`config.mk`:
```
export PLATFORM = sky130hd
export DESIGN_NAME = fetch_unit
export DESIGN_NICKNAME = d
export VERILOG_FILES = /design/src/rtl/fetch_unit.sv
export SDC_FILE = /design/constraint.sdc
export NUM_CORES = 1
export LEC_CHECK = 0
export BUFFER_PORTS_ARGS = -buffer_cell sky130_fd_sc_hd__buf_2
export CAP_MARGIN = 20
export CORE_MARGIN = 5
export CORE_UTILIZATION = 57
export CTS_BUF_LIST = sky130_fd_sc_hd__clkbuf_2 sky130_fd_sc_hd__clkbuf_4 sky130_fd_sc_hd__clkbuf_8
export CTS_CLUSTER_DIAMETER = 100
export DETAILED_ROUTE_END_ITERATION = 10
export GPL_TIMING_DRIVEN = 0
export PLACE_DENSITY = 0.81
export SLEW_MARGIN = 40
export SYNTH_ARGS = -nofsm -noshare
export SYNTH_HDL_FRONTEND = slang
export SYNTH_SLANG_ARGS = --single-unit
```
`constraint.sdc`:
```
create_clock -name clk -period 2.65 [get_ports clk]
set_input_delay 0.53 -clock clk [delete_from_list [all_inputs] [get_ports clk]]
set_output_delay 0.53 -clock clk [all_outputs]
set_load 0.01 [all_outputs]
```
`src/rtl/fetch_unit.sv`:
```
`default_nettype none
// ============================================================================
// Module   : fetch_unit
// Brief    : Instruction fetch with one outstanding memory request, an output
//            slot and a 1-entry skid buffer. Optional macro
//            FETCH_MISALIGN_CHECK_EN halts fetch on a misaligned redirect.
// Revision : 1.0
// ============================================================================
module fetch_unit #(
  parameter logic [31:0] RESET_PC = 32'h0000_0000
) (
  input  logic        clk,
  input  logic        rst,
  input  logic        branch_d,
  input  logic [31:0] branch_next_addr_d,
  input  logic        stall_f,
  input  logic        flush_f,
  output logic        imem_req,
  output logic [31:0] imem_addr,
  input  logic        imem_ack,
  input  logic        imem_rvalid,
  input  logic [31:0] imem_rdata,
  output logic [31:0] instruction_f,
  output logic [31:0] pc_f,
  output logic        mem_valid_f,
  output logic        misalign_f
);

  typedef enum logic [1:0] {
    S_REQ  = 2'd0,
    S_WAIT = 2'd1,
    S_HALT = 2'd2
  } state_t;

  state_t      r_state, w_state_nxt;
  logic [31:0] r_fetch_pc, w_fetch_pc_nxt;
  logic [31:0] r_req_pc, w_req_pc_nxt;
  logic        r_kill, w_kill_nxt;
  logic        r_slot_valid, r_skid_valid;
  logic [31:0] r_slot_instr, r_slot_pc;
  logic [31:0] r_skid_instr, r_skid_pc;
  logic        w_ack, w_outstanding, w_rsp_keep, w_slot_free;
  logic [31:0] w_target;
  logic        w_misalign_br, w_misalign_q, w_misalign_nxt;

`ifdef FETCH_MISALIGN_CHECK_EN
  logic r_misalign;

  assign w_target       = branch_next_addr_d;
  assign w_misalign_br  = branch_d && (branch_next_addr_d[1:0] != 2'b00);
  assign w_misalign_q   = r_misalign;
  assign w_misalign_nxt = r_misalign | w_misalign_br;

  always_ff @(posedge clk) begin
    if (rst) r_misalign <= 1'b0;
    else     r_misalign <= w_misalign_nxt;
  end
`else
  logic w_unused_low;

  assign w_target       = {branch_next_addr_d[31:2], 2'b00};
  assign w_misalign_br  = 1'b0;
  assign w_misalign_q   = 1'b0;
  assign w_misalign_nxt = 1'b0;
  assign w_unused_low   = ^branch_next_addr_d[1:0];
`endif

  assign imem_req      = (r_state == S_REQ) && !r_skid_valid;
  assign imem_addr     = r_fetch_pc;
  assign w_ack         = imem_req && imem_ack;
  assign w_outstanding = w_ack || ((r_state == S_WAIT) && !imem_rvalid);
  // A response landing on the same edge as a redirect belongs to the old path
  assign w_rsp_keep    = (r_state == S_WAIT) && imem_rvalid && !r_kill && !branch_d;
  // Flush frees the slot exactly like a consume, but the old contents are lost
  assign w_slot_free   = !r_slot_valid || !stall_f || flush_f;

  assign instruction_f = r_slot_valid ? r_slot_instr : 32'd0;
  assign pc_f          = r_slot_valid ? r_slot_pc : 32'd0;
  assign mem_valid_f   = r_slot_valid;
  assign misalign_f    = w_misalign_q;

  always_comb begin
    w_state_nxt    = r_state;
    w_fetch_pc_nxt = r_fetch_pc;
    w_req_pc_nxt   = r_req_pc;
    w_kill_nxt     = r_kill;
    case (r_state)
      S_REQ: begin
        if (w_ack) begin
          w_state_nxt    = S_WAIT;
          w_fetch_pc_nxt = r_fetch_pc + 32'd4;
          w_req_pc_nxt   = r_fetch_pc;
        end
      end
      S_WAIT: begin
        if (imem_rvalid) begin
          w_kill_nxt  = 1'b0;
          w_state_nxt = (r_kill && w_misalign_q) ? S_HALT : S_REQ;
        end
      end
      default: w_state_nxt = r_state;
    endcase
    if (branch_d && (r_state != S_HALT)) begin
      w_fetch_pc_nxt = w_target;
      if (w_outstanding) begin
        w_kill_nxt  = 1'b1;
        w_state_nxt = S_WAIT;
      end else begin
        w_kill_nxt  = 1'b0;
        w_state_nxt = w_misalign_nxt ? S_HALT : S_REQ;
      end
    end
  end

  always_ff @(posedge clk) begin
    if (rst) begin
      r_state      <= S_REQ;
      r_fetch_pc   <= RESET_PC;
      r_req_pc     <= RESET_PC;
      r_kill       <= 1'b0;
      r_slot_valid <= 1'b0;
      r_slot_instr <= 32'd0;
      r_slot_pc    <= 32'd0;
      r_skid_valid <= 1'b0;
      r_skid_instr <= 32'd0;
      r_skid_pc    <= 32'd0;
    end else begin
      r_state    <= w_state_nxt;
      r_fetch_pc <= w_fetch_pc_nxt;
      r_req_pc   <= w_req_pc_nxt;
      r_kill     <= w_kill_nxt;
      if (branch_d) begin
        r_slot_valid <= 1'b0;
        r_skid_valid <= 1'b0;
      end else if (w_slot_free) begin
        if (r_skid_valid) begin
          r_slot_valid <= 1'b1;
          r_slot_instr <= r_skid_instr;
          r_slot_pc    <= r_skid_pc;
          r_skid_valid <= w_rsp_keep;
          r_skid_instr <= imem_rdata;
          r_skid_pc    <= r_req_pc;
        end else begin
          r_slot_valid <= w_rsp_keep;
          r_slot_instr <= imem_rdata;
          r_slot_pc    <= r_req_pc;
        end
      end else if (w_rsp_keep) begin
        r_skid_valid <= 1'b1;
        r_skid_instr <= imem_rdata;
        r_skid_pc    <= r_req_pc;
      end
    end
  end

endmodule
`default_nettype wire
```
; After elaboration in Yosys (flattened, before gate mapping)
; Cells that the tools add are included.
[op_classes]
add_sub_neg = 1
eq_ne = 5
mux = 26
bitwise_logic = 1
reduce_logical = 31
[ops]
columns = op, count
row1 = $mux 32, 13
row2 = $add 32x3->32 const B, 1
row3 = $reduce_bool 2->1, 5
row4 = $mux 1, 9
row5 = $reduce_and 2->1, 4
row6 = $logic_and 1x1->1, 7
row7 = $logic_not 1->1, 6
row8 = $mux 2, 3
row9 = $ne 3x2->1 const B, 2
row10 = $reduce_and 3->1, 2
row11 = $ne 2x2->1 const B, 2
row12 = $pmux 2 s2, 1
row13 = $reduce_or 2->1, 2
row14 = $logic_or 1x1->1, 3
row15 = $reduce_bool 3->1, 1
row16 = $eq 2x1->1 const B, 1
row17 = $logic_not 2->1, 1
row18 = $not 1->1, 1
[word_totals]
regBits = 197
input_bits = 71
out_inout_bits = 99
wordCells = 75

; Longest topological paths before layout
[logic_depth]
ltp_word = 6
mapped_depth = 8
mapped_depth_nobuf = 6

; Worst setup path after synthesis
; No wires, ideal clock.
[synth_path]
path_type = input port to flip-flop
start = input branch_d
end = register r_skid_instr[24]
setup_time_ns = 0.070
arrival_time_ns = 1.974
required_time_ns = 2.580
path_slack_ns = 0.606
stages = 7
n_path_buf = 3
cell_sequence = clkbuf_1 -> nor4bb_1 -> o22a_1 -> buf_2 -> clkbuf_1 -> nand2_1 -> a21oi_1
[synth_via]
elab_chain_cells = 4
elab_cells_between_ends = 5
cone_classes = bitwise (1) / reduce/logical (4)
[synth_rtl]
columns = item, line_no
row1 = from (decl), 14  ; input logic branch_d,
row2 = $logic_not 1->1, 73  ; assign w_rsp_keep = (r_state == S_WAIT) && imem_rvalid && !r_kill && !branch_d;
row3 = $logic_and 1x1->1, 73
row4 = $reduce_bool 2->1 (no line), -
row5 = $reduce_and 3->1 (no line) *, -
row6 = to (signal assigned), 141  ; r_skid_instr <= imem_rdata;
row7 = to (signal assigned), 150  ; r_skid_instr <= imem_rdata;
row8 = to (decl), 41  ; logic [31:0] r_skid_instr, r_skid_pc;
; Mark *: on every way between the ends. The rest lies on a longest branch, timed or not.
; A chain may end at the register's enable or synchronous reset.

; Worst setup path in the final report
[layout_path]
start = register r_skid_valid
end = output imem_req
[layout_via]
elab_chain_cells = 2
[layout_rtl]
columns = item, line_no
row1 = from (decl), 39  ; logic r_slot_valid, r_skid_valid;
row2 = from (signal assigned), 140  ; r_skid_valid <= w_rsp_keep;
row3 = $logic_not 1->1, 68  ; assign imem_req = (r_state == S_REQ) && !r_skid_valid;
row4 = $logic_and 1x1->1, 68
row5 = to (decl), 18  ; output logic imem_req,
; Every way passes these cells.

==> impl_metrics.json <==
{
  "holdCritPathClass": "in2reg",
  "cp-end-kind": "primary output",
  "slew_violations": 0,
  "hold_viol": 0,
  "grt_pass1_vias": 6595,
  "ys_seq_elements": 188,
  "period_share_pct": 88.8,
  "grt_max_degree": 17,
  "detail_route.wl_per_cell_um": 15.3,
  "arrival_ps": 1820,
  "grt_use_met3_pct": 5.23,
  "grt.met2_usage_pct": 38.8,
  "antenna_left": 0,
  "h-tree-depth": 4,
  "synth_cells": 969,
  "vias_per_cell": 5.34,
  "rsz0062_at_grt": "no",
  "path_common_cell": "buf_2",
  "die_y_um": 129,
  "cts_buffers": 17,
  "dp_hpwl_mm": 15.5,
  "drt_pass1_iterations": 5,
  "cts_tree": "built",
  "drtIter0Drc": 511,
  "p_total_w": 0.00538,
  "period_minus_slack_ps": 2350,
  "status": "finished, final reports clean",
  "rows": 43,
  "crit_type": "reg2out",
  "fp.dieW_um": 129,
  "io_buffers": 160,
  "dieArea_um2": 16500,
  "antenna_found_initial": 1,
  "insertion_delay_ps": 460,
  "clk_pin_slew_ps": 90,
  "drive_gt1_share_pct": 18.2,
  "tightest_slew_ps": 829,
  "cap_violations": 0,
  "yosys.area.top_type": "dfxtp_1",
  "area_delta_synth_final_pct": 18.1,
  "clock_skew_ps": 6.98,
  "synthTopCellsByArea": "dfxtp_1, nand2_1, mux2i_1",
  "use_met1_pct": 33.9,
  "ys_types": 37,
  "grt_first_pass_wirelength_mm": 32.6,
  "post_synth.cell_area_avg_um2": 8.27,
  "drt-total-wl_mm": 20.6,
  "cts_sinks": 188,
  "yosys_warnings": 0,
  "cp_data_required_time_ps": 2120,
  "crit_fanout": 10,
  "slowest_delay_ps": 350,
  "root_buffer": "clkbuf_8",
  "final_core_util_pct": 68.5,
  "io_pins": 170,
  "relSlewSlack_pct": 44.6,
  "grt_overflow": 0,
  "finalNetCount": 1224,
  "finalSetupViolCount": 0,
  "max-vdd-ir-drop_mv": 0.380,
  "clockBufferDepth": 2,
  "cts_resized": 4,
  "p_leak_nw": 3.64,
  "grt_busiest_layer": "met2",
  "cts_hold_buf": 0,
  "core_region_area_um2": 13800,
  "fmax_ghz": 0.425,
  "cellPowerDensity_nw_per_um2": 568,
  "crit_family": "buffers and inverters",
  "place_congestion": 0.857,
  "syn-cell-area_um2": 8020,
  "synth_top_area_share_pct": 46.9,
  "yosysSeqAreaShare_pct": 46.9,
  "path_buf_inv": 4,
  "grt_usage_pct": 24.7,
  "vias": 7187,
  "start_util_pct": 58.0,
  "post-cts-setup-buffers": 0,
  "cp-start-kind": "flip-flop",
  "drc_errors": 0,
  "cp_slowest_cell": "buf_2",
  "crit_chain": "buf_6, clkbuf_2, buf_2, nor2_1, buf_2"
}
## logic make-up after synthesis
| logic type | after synthesis | share of synthesized area, % |
|---|---|---|
| AO/OA/AOI/OAI | 193 | 14.7 |
| XOR/XNOR | 28 | 3.06 |
| adder cells (fa/ha/maj) | 1 | 0.156 |
| buffers and inverters | 87 | 4.43 |
| flip-flops | 188 | 46.9 |
| multiplexers | 62 | 7.74 |
| other | 1 | 0.0468 |
| AND/OR/NAND/NOR | 409 | 22.9 |
## worst paths after layout
check | end | slack (ps) | start | depth (start not counted)
hold / removal | imem_addr[3] | 300 | branch_next_addr_d[3] | 3
setup reg to reg | r_skid_instr[13] | 300 | mem_valid_f | 7
setup / recovery | imem_req | 300 | r_skid_valid | 5
hold reg to reg | r_skid_pc[8] | 460 | r_skid_pc[8] | 2
## through the flow
step | std cells | setup WS, ps | area (um2) | TNS (ps) | hold slack, ps
2_1_floorplan | 973 | 606 | 8030 | 0 | 436
3_3_place_gp | 1313 | -201 | 9060 | -17020 | 441
3_5_place_dp | 1313 | -235 | 9060 | -18020 | 446
4_1_cts | 1344 | 3.50 | 9460 | 0 | 286
5_1_grt | 1345 | 134 | 9470 | 0 | 292
6_report | 1345 | 297 | 9470 | 0 | 296
## synth_stat cells (all sizes together)
cell type	number
or4	1
nand4bb	1
xor2	19
xnor2	9
and3	5
or3b	3
o21ai	4
nor4	3
mux2i	62
conb	1
nor3b	2
dfxtp	188
a211oi	82
o22a	1
o21bai	1
and3b	1
nor3	8
o22ai	3
nand2	202
buf	18
nor4bb	1
nor2b	1
a21oi	102
nor2	97
nand4	12
nand3b	1
or2	1
and2	63
clkbuf	63
nand3	7
inv	6
ha	1
## metal layers
| layer | vias up | part of all wire [%] |
|---|---|---|
| met5 | - | 0 |
| met2 | 232 | 45 |
| met3 | 33 | 6.9 |
| li1 | 3634 | - |
| met4 | 0 | 2.3 |
| met1 | 3288 | 46 |
## layout by cell type (no fill, tap or decap), types with 19 or more instances in the layout
cell      count
a211oi_1     82
a21oi_1     102
and2_1       63
buf_2       163
clkbuf_1     60
clkbuf_8     19
dfxtp_1     187
mux2i_1      62
nand2_1     202
nor2_1       96
xor2_1       19
## worst min-delay path, delay by kind of cell
kind	cells	cell delay, ps
buffers and inverters	1	80
and+or+nand+nor	1	70
AOI/OAI and AO/OA	1	50
## power breakdown
part / leakage (nW) / switching (W) / internal, W
combinational: 1.90 / 0.000280 / 0.000185
clock: 0.203 / 0.000959 / 0.000917
sequential: 1.54 / 0.0000998 / 0.00293
## sequential cells by signal (all words and copies together), names as in the netlist
register,flops
imem_addr,30
mem_valid_f,1
r_kill,1
r_req_pc,30
r_skid_instr,32
r_skid_pc,30
r_skid_valid,1
r_slot_instr,32
r_slot_pc,30
r_state,1
## final cells by class
cell class	instances	area, um2
sequential	188	3760
antenna	1	2.50
fill	1180	4360
timing repair buffer	160	801
clock buffer	23	292
inverter	6	22.5
multi-input combinational	698	3930
clock inverter	8	92.6
tap	180	225
buffer	81	338
Note: power is estimated with default switching activity, not from simulation.
